--- config.mk ---
export PLATFORM = sky130hd
export DESIGN_NAME = uart_pattern_gen
export DESIGN_NICKNAME = d
export VERILOG_FILES = /design/src/rtl/uart_pkg.sv /design/src/rtl/uart_pace_timer.sv /design/src/rtl/uart_pattern_gen.sv
export SDC_FILE = /design/constraint.sdc
export NUM_CORES = 1
export LEC_CHECK = 0
export ABC_AREA = 1
export CAP_MARGIN = 20
export CORE_MARGIN = 8
export CORE_UTILIZATION = 37
export CTS_BUF_LIST = sky130_fd_sc_hd__clkbuf_4 sky130_fd_sc_hd__clkbuf_8
export DETAILED_ROUTE_END_ITERATION = 8
export GPL_ROUTABILITY_DRIVEN = 0
export PLACE_DENSITY_LB_ADDON = 0.1
export SLEW_MARGIN = 20
export SYNTH_ARGS = -nofsm -noshare
export SYNTH_HDL_FRONTEND = slang
export SYNTH_SLANG_ARGS = --single-unit
export TNS_END_PERCENT = 1
--- constraint.sdc ---
create_clock -name clk_i -period 2 [get_ports clk_i]
set_input_delay 0.4 -clock clk_i [delete_from_list [all_inputs] [get_ports clk_i]]
set_output_delay 0.4 -clock clk_i [all_outputs]
set_load 0.005 [all_outputs]
--- src/rtl/uart_pkg.sv ---
// Shared definitions for the UART pattern source and its pace timer.
// Mode/state encodings, the line-feed word and the frame-gap helper.
package uart_pkg;

    typedef enum logic [1:0] {
        MODE_COUNT    = 2'd0,
        MODE_CONST    = 2'd1,
        MODE_LFSR     = 2'd2,
        MODE_COUNT_LF = 2'd3
    } mode_e;

    typedef enum logic [1:0] {
        ST_IDLE     = 2'd0,
        ST_WAIT     = 2'd1,
        ST_OFFER    = 2'd2,
        ST_OFFER_LF = 2'd3
    } state_e;

    localparam logic [7:0] ASCII_LF = 8'h0A;

    // Clocks per frame; the divide happens before the multiply on purpose.
    function automatic int gap_clks(input int clk_hz, input int bit_rate, input int frame_bits);
        return (clk_hz / bit_rate) * frame_bits;
    endfunction

endpackage

--- src/rtl/uart_pace_timer.sv ---
// Free-running pace counter: one tick every GAP_CLKS cycles while enabled.
// Latency: tick is combinational from the count; no backpressure, held at 0 when disabled.
module uart_pace_timer #(
    parameter int GAP_CLKS = 100
) (
    input  logic clk,
    input  logic rst_n,
    input  logic en,
    output logic tick
);

    localparam int PW = $clog2(GAP_CLKS + 1);

    logic [PW-1:0] pace;
    logic          last;

    assign last = (pace == PW'(GAP_CLKS - 1));
    assign tick = last && en;

    always_ff @(posedge clk or negedge rst_n) begin
        if (!rst_n) begin
            pace <= '0;
        end else if (!en || last) begin
            pace <= '0;
        end else begin
            pace <= pace + 1'b1;
        end
    end

endmodule

--- src/rtl/uart_pattern_gen.sv ---
// Paced test-pattern source feeding uart_tx over a valid/ready stream.
// Latency: word offered the cycle after the pace tick (or after the previous transfer if a tick is pending).
// Backpressure: word and valid held until accepted; at most one missed tick is remembered.
module uart_pattern_gen
    import uart_pkg::*;
#(
    parameter int                CLK_HZ     = 100_000_000,
    parameter int                BIT_RATE   = 9600,
    parameter int                FRAME_BITS = 10,
    parameter int                DATA_W     = 8,
    parameter int                WRAP_MAX   = 100,
    parameter logic [DATA_W-1:0] LFSR_POLY  = 8'hB8,
    parameter logic [DATA_W-1:0] LFSR_SEED  = 8'h01,
    parameter int                CNT_W      = 16
) (
    input  logic              clk_i,
    input  logic              nreset_i,
    input  logic              en_i,
    input  logic [1:0]        mode_i,
    input  logic [DATA_W-1:0] const_i,
    output logic [DATA_W-1:0] tx_data_o,
    output logic              tx_valid_o,
    input  logic              tx_ready_i,
    output logic [CNT_W-1:0]  frame_cnt_o,
    output logic              busy_o
);

    localparam int GAP_CLKS = gap_clks(CLK_HZ, BIT_RATE, FRAME_BITS);

    state_e            state, state_nxt;
    mode_e             cur_mode;
    logic              tick, pend, load, adv, xfer, at_wrap;
    logic [DATA_W-1:0] val, lfsr, word;

    uart_pace_timer #(.GAP_CLKS(GAP_CLKS)) u_pace (
        .clk   (clk_i),
        .rst_n (nreset_i),
        .en    (en_i),
        .tick  (tick)
    );

    assign xfer    = tx_valid_o && tx_ready_i;
    assign at_wrap = (val == DATA_W'(WRAP_MAX));
    assign busy_o  = (state != ST_IDLE);

    always_comb begin
        word = val;
        case (mode_e'(mode_i))
            MODE_CONST: word = const_i;
            MODE_LFSR:  word = lfsr;
            default:    word = val;
        endcase
    end

    always_comb begin
        state_nxt = state;
        load      = 1'b0;
        adv       = 1'b0;
        case (state)
            ST_IDLE: if (en_i) state_nxt = ST_WAIT;
            ST_WAIT: begin
                if (!en_i) begin
                    state_nxt = ST_IDLE;
                end else if (pend || tick) begin
                    load      = 1'b1;
                    state_nxt = ST_OFFER;
                end
            end
            ST_OFFER: begin
                if (xfer) begin
                    adv = 1'b1;
                    if (cur_mode == MODE_COUNT_LF && at_wrap) state_nxt = ST_OFFER_LF;
                    else                                     state_nxt = en_i ? ST_WAIT : ST_IDLE;
                end
            end
            ST_OFFER_LF: if (xfer) state_nxt = en_i ? ST_WAIT : ST_IDLE;
            default: state_nxt = ST_IDLE;
        endcase
    end

    always_ff @(posedge clk_i or negedge nreset_i) begin
        if (!nreset_i) begin
            state       <= ST_IDLE;
            cur_mode    <= MODE_COUNT;
            pend        <= 1'b0;
            tx_valid_o  <= 1'b0;
            tx_data_o   <= '0;
            frame_cnt_o <= '0;
            val         <= '0;
            lfsr        <= LFSR_SEED;
        end else begin
            state <= state_nxt;

            // A tick is meaningless while disabled, so a stale pend never survives en_i low.
            if (load || !en_i) pend <= 1'b0;
            else if (tick)     pend <= 1'b1;

            if (load) begin
                tx_valid_o <= 1'b1;
                tx_data_o  <= word;
                cur_mode   <= mode_e'(mode_i);
            end else if (xfer) begin
                if (state_nxt == ST_OFFER_LF) tx_data_o  <= DATA_W'(ASCII_LF);
                else                          tx_valid_o <= 1'b0;
            end

            if (xfer) frame_cnt_o <= frame_cnt_o + 1'b1;

            if (adv) begin
                case (cur_mode)
                    MODE_COUNT, MODE_COUNT_LF: val <= at_wrap ? '0 : val + 1'b1;
                    MODE_LFSR: lfsr <= (lfsr >> 1) ^ (lfsr[0] ? LFSR_POLY : '0);
                    default: ;
                endcase
            end
        end
    end

endmodule

After elaboration in Yosys (flattened, before gate mapping)
Cells that the tools add are included.
- memories kept: 0
- word-level logic and storage cells: 67
- bits in registers: 63
- input bits: 14
- output and inout bits: 26
- memory bits (read-only): 0
- bits in latches: 0
- bits in writable memories: 0
- add/subtract/negate cells: 3
- divide/modulo/power cells: 0
- order comparisons: 0
- bitwise logic cells: 1
- $mul: 0
- muxes and demuxes: 25
- shift operators: 0
- equal/unequal tests: 11
- reductions and logical operators: 18
- operators with widths (cell ; number):
    8-bit 2-to-1 mux ; 5
    17-bit by 1-bit adder with 17-bit output, second input constant ; 1
    17-bit equality test, second input constant ; 1
    17-bit 2-to-1 mux ; 1
    16-bit by 1-bit adder with 16-bit output, second input constant ; 1
    8-bit case mux with 2 select lines ; 1
    2-bit equality test, second input constant ; 6
    2-bit 2-to-1 mux ; 6
    1-bit 2-to-1 mux ; 11
    8-bit by 1-bit adder with 8-bit output, second input constant ; 1
    8-bit by 7-bit equality test with 1-bit output, second input constant ; 1
    2-bit case mux with 4 select lines ; 1
    2-bit AND reduction ; 4
    2-bit nonzero test ; 4
    7-bit by 8-bit bitwise XOR with 8-bit output ; 1
    2-bit by 1-bit equality test with 1-bit output, second input constant ; 2
    2-bit logical NOT ; 2
    1-bit logical AND ; 3
    1-bit logical OR ; 3
    2-bit != test, second input constant ; 1
    2-bit OR reduction ; 1
    1-bit logical NOT ; 1

Logic depth before layout (Yosys ltp)
- word-level depth: 10
- mapped depth: 13

Hierarchy
A second synthesis with hierarchy kept.
- cell total of the unflattened synthesis: 382
- area total of the unflattened synthesis: 3357.0 sq um
- modules (own cells, without submodules) (module ; sequential area each (sq um) ; cells each ; instances ; area each (sq um)):
    uart_pattern_gen ; 1152.4 ; 254 ; 1 ; 2372.3
    uart_pace_timer ; 425.4 ; 128 ; 1 ; 984.7

Worst setup path after synthesis
Ideal clock, no wire load.
- path kind: register -> register
- start point: register u_pace.pace[0]
- end point: register tx_data_o[1]
- library setup time: 0.117 ns
- data arrival time: 1.448 ns
- path buffers: 0
- stages on the path, launching flop included: 14
- slack: 0.436 ns
- path through: dfrtp_1 ha_1 nand2_1 clkinv_1 nand2_1 nor2_2 nand4_2 nand2_2 nand2_4 nand2_4 nand3_4 nand2_2 nand2_1 nand2_1
- cells in the longest elaborated chain, start to end: 9
- elaborated cells between the ends (all ways): 14
- classes of those cells: eq/ne (2); mux (7); reduce/logical (5)
- RTL lines (what ; RTL line ; source):
    start, declared ; uart_pace_timer.sv:14 ; logic [PW-1:0] pace;
    start signal, assigned ; uart_pace_timer.sv:26 ; pace <= pace + 1'b1;
    17-bit equality test ; uart_pace_timer.sv:17 ; assign last = (pace == PW'(GAP_CLKS - 1));
    1-bit logical AND ; uart_pace_timer.sv:18 ; assign tick = last && en;
    1-bit logical OR ; uart_pattern_gen.sv:64 ; end else if (pend || tick) begin
    2-bit 2-to-1 mux ; uart_pattern_gen.sv:64 ;
    2-bit 2-to-1 mux ; uart_pattern_gen.sv:62 ; if (!en_i) begin
    2-bit case mux with 4 select lines ; uart_pattern_gen.sv:59 ; case (state)
    net state_nxt[1] ; uart_pattern_gen.sv:30 ; state_e state, state_nxt;
    2-bit equality test ; uart_pattern_gen.sv:103 ; if (state_nxt == ST_OFFER_LF) tx_data_o <= DATA_W'(ASCII_LF);
    2-bit nonzero test (no source line) ; -- ;
    2-bit AND reduction (no source line) ; -- ;
    end signal, assigned ; uart_pattern_gen.sv:100 ; tx_data_o <= word;
    end signal, assigned ; uart_pattern_gen.sv:103 ;
    end, declared ; uart_pattern_gen.sv:21 ; output logic [DATA_W-1:0] tx_data_o,
The timed path passes the listed nets, and every way through them passes these cells.
A chain may end at the register's enable or synchronous reset.

Worst setup path after layout
- start point: register state[1]
- end point: output port busy_o
- cells in the longest elaborated chain, start to end: 1
- RTL lines (what ; RTL line ; source):
    start, declared ; uart_pattern_gen.sv:30 ;
    start signal, assigned ; uart_pattern_gen.sv:92 ; state <= state_nxt;
    2-bit nonzero test ; uart_pattern_gen.sv:44 ; assign busy_o = (state != ST_IDLE);
    end, declared ; uart_pattern_gen.sv:25 ; output logic busy_o
Every way passes these cells.

==> impl_metrics.toml <==
[detailed_routing]
drt_iter0_drc = 101
wl_um = 7042
post_drt_wl_per_cell_um = 12.94
drt.antenna.violating_nets = 0
drcViolationCount = 0
viasPerCell = 4.783
vias = 2602
first_pass_iters = 4

[synth]
avgSynthCellArea_um2 = 8.600
synth_edf_count = 0
async_reset_ff_frac = 1.000
yosys.area_share.simple = 0.2668
synth_top_family_by_area = "simple AND/OR/NAND/NOR gates"
synth.area.mux_share = 0
synth-main-ff-cell = "dfrtp_1"
ys_warn_count = 0
netlist_instances = 379
yosys.area_share.adder = 0.03071
synth-xor-area-share = 0.05106
ys_ff_latch = 63
syn_nets = 401
syn_area_um2 = 3259
synth-seq-area-share = 0.4841
synth-compound-area-share = 0.09635
synth_cell_types = 35

[global_routing]
antenna_found_initial = 0
first_global_vias = 2620
grt_max_degree = 64
grt_overflow = 0
grt_pass1_wl_um = 11980
grtUsageTotal = 0.1266

[sta]
worst_pin_slew_ns = 0.3430
fin_crit_sh = 0.9118
tns_ns = 0
skew_ns = 0.008531
period_minus_slack_ns = 1.824
setup_viol = 0
max_slew_margin = 0.7713
whs_ns = 0.06352
rsz0062_at_grt = "no"
hold_viol_final = 0
final-max-slew-violation-count = 0
max_freq_mhz = 548.4

[final_layout]
nNetsFinal = 453
final_cell_mix = "77 x nand2_1, 62 x dfrtp_1, 46 x inv_1"
area_delta_synth_final_pct = 23.80
fillers = 845
drive_above_1_share = 0.1307
antennaDiodeCount = 0
layout_commonest_cell = "nand2_1"

[critical_path]
cp_slowest_cell = "clkdlybuf4s50_1"
endpoint_kind = "output port"
crit_path_max_incr_delay_ns = 0.51
regToRegSetupSlack_ns = 0.21
crit_family = "buffers and inverters"
r2r_end = "tx_data_o[1]"
worstPathRequired_ns = 1.60
path_class = "flop to output port"
cp_cell_sequence = "inv_1, nand2_1, clkdlybuf4s50_1"
crit_buf_inv = 2
worst_ep_arrival_time_ns = 1.42
crit_fanout = 5
cp-start-kind = "flop"
r2r-start = "u_pace.pace[0]"
rr_worst_depth = 13

[power_and_ir_drop]
ir_drop_mv = 0.2460
power_density_nw_per_um2 = 677.7
power.leakage_nw = 1.935

[clock_network]
clk_pin_slew_worst_paths_ns = 0.07
cts_max_path_buffers = 2
ctsHoldBuffers = 0
clock_latency_ns = 0.34
numCtsBuffers = 9
cts_resized = 0
cts_root_buf = "clkbuf_8"
cts_tree = "done"
cts_sinks = 63
htreeDepth = 3
postCtsSetupBuffers = 0

[die]
die_w_um = 109.9
die_area_um2 = 12070
core_um2 = 8636
rows = 34
ios = 40
initial_utilization = 0.3774
die-height_um = 109.9

[placement]
hpwlAfterDp_um = 5243
numPortBuffers = 39

[hold_path]
hold_class = "input port to async pin"

[outcome]
status = "completed"

[job]
drv_cap = 0
-- worst reg2reg max path: cells and delay by family (launching register included) --
family,cells,cell delay [ns]
simple gates,11,1.00
fa+ha+maj,1,0.21
buf+inv,1,0.10
flops,1,0.40
-- routing by layer --
layer / vias to the layer above / track usage / share of wire
met1: 1214 / 0.1569 / 0.46
li1: 1324 / - / -
met2: 53 / 0.2021 / 0.48
met4: 0 / 0.06557 / 0.017
met3: 11 / 0.02814 / 0.042
met5: - / 0 / 0
-- worst max path at each step --
stage	start	end	cells after the start	slack (ns)
after global routing	u_pace.pace[0]	tx_data_o[1]	13	0.02
after CTS	state[1]	busy_o	3	0.14
final	state[1]	busy_o	3	0.18
after global placement	tx_ready_i	val[6]	10	0.02
after floorplan	u_pace.pace[0]	tx_data_o[1]	13	0.44
after detailed placement	tx_ready_i	val[6]	10	-0.02
-- through the flow --
stage / instances / power (W) / worst slack (ns) / util / area [um^2]
floorplan: 379 / 0.001441 / 0.4359 / - / 3259
global placement: 528 / 0.001565 / 0.01964 / 0.4428 / 3824
detailed placement: 528 / 0.001566 / -0.01545 / 0.4428 / 3824
CTS: 544 / 0.002790 / 0.1410 / 0.4673 / 4035
global route: 544 / 0.002873 / 0.01643 / 0.4673 / 4035
finish: 544 / 0.002734 / 0.1765 / 0.4673 / 4035
-- registers in the layout (all words and copies together) (netlist names) --
| name | count |
|---|---|
| state | 2 |
| frame_cnt_o | 16 |
| pend | 1 |
| u_pace.pace | 17 |
| tx_valid_o | 1 |
| val | 8 |
| cur_mode | 2 |
| tx_data_o | 8 |
| lfsr | 8 |
-- where the power goes --
part | internal (W) | switching, W | total (W)
clock network | 0.000692 | 0.000506 | 0.00120
logic | 0.0000949 | 0.000118 | 0.000213
registers | 0.00130 | 0.0000211 | 0.00132
-- synthesized netlist by cell type, drive strengths merged, types with 3 or more instances --
cell type	count	area (um^2)
nor2	33	151.4
dfrtp	62	1551
ha	8	100.1
nor4	3	40.04
a21oi	16	80.08
a31oi	3	18.77
nand2	83	341.6
o211ai	5	37.54
xor2	11	96.34
nand4	6	50.04
nor3b	3	27.52
clkbuf	3	11.26
nand3	32	192.7
nor3	9	66.32
xnor2	8	70.07
inv	54	202.7
o21ai	34	170.2
-- cell type report --
class / count / area [um^2] / share of cell area
clock buffer: 9 / 123.9 / 0.03070
clock inverter: 7 / 87.58 / 0.02171
inverter: 56 / 210.2 / 0.05209
multi-input combinational: 255 / 1450 / 0.3594
sequential: 63 / 1578 / 0.3910
tap: 108 / 135.1 / 0.03349
timing repair buffer: 46 / 450.4 / 0.1116
-- cells by family after synthesis --
kind of cell,after synthesis
adder cells (fa/ha/maj),8
flip-flops,63
buffers and inverters,61
AND/OR/NAND/NOR,169
AO/OA/AOI/OAI,59
XOR/XNOR,19
Power figures use the tool's default switching activity.
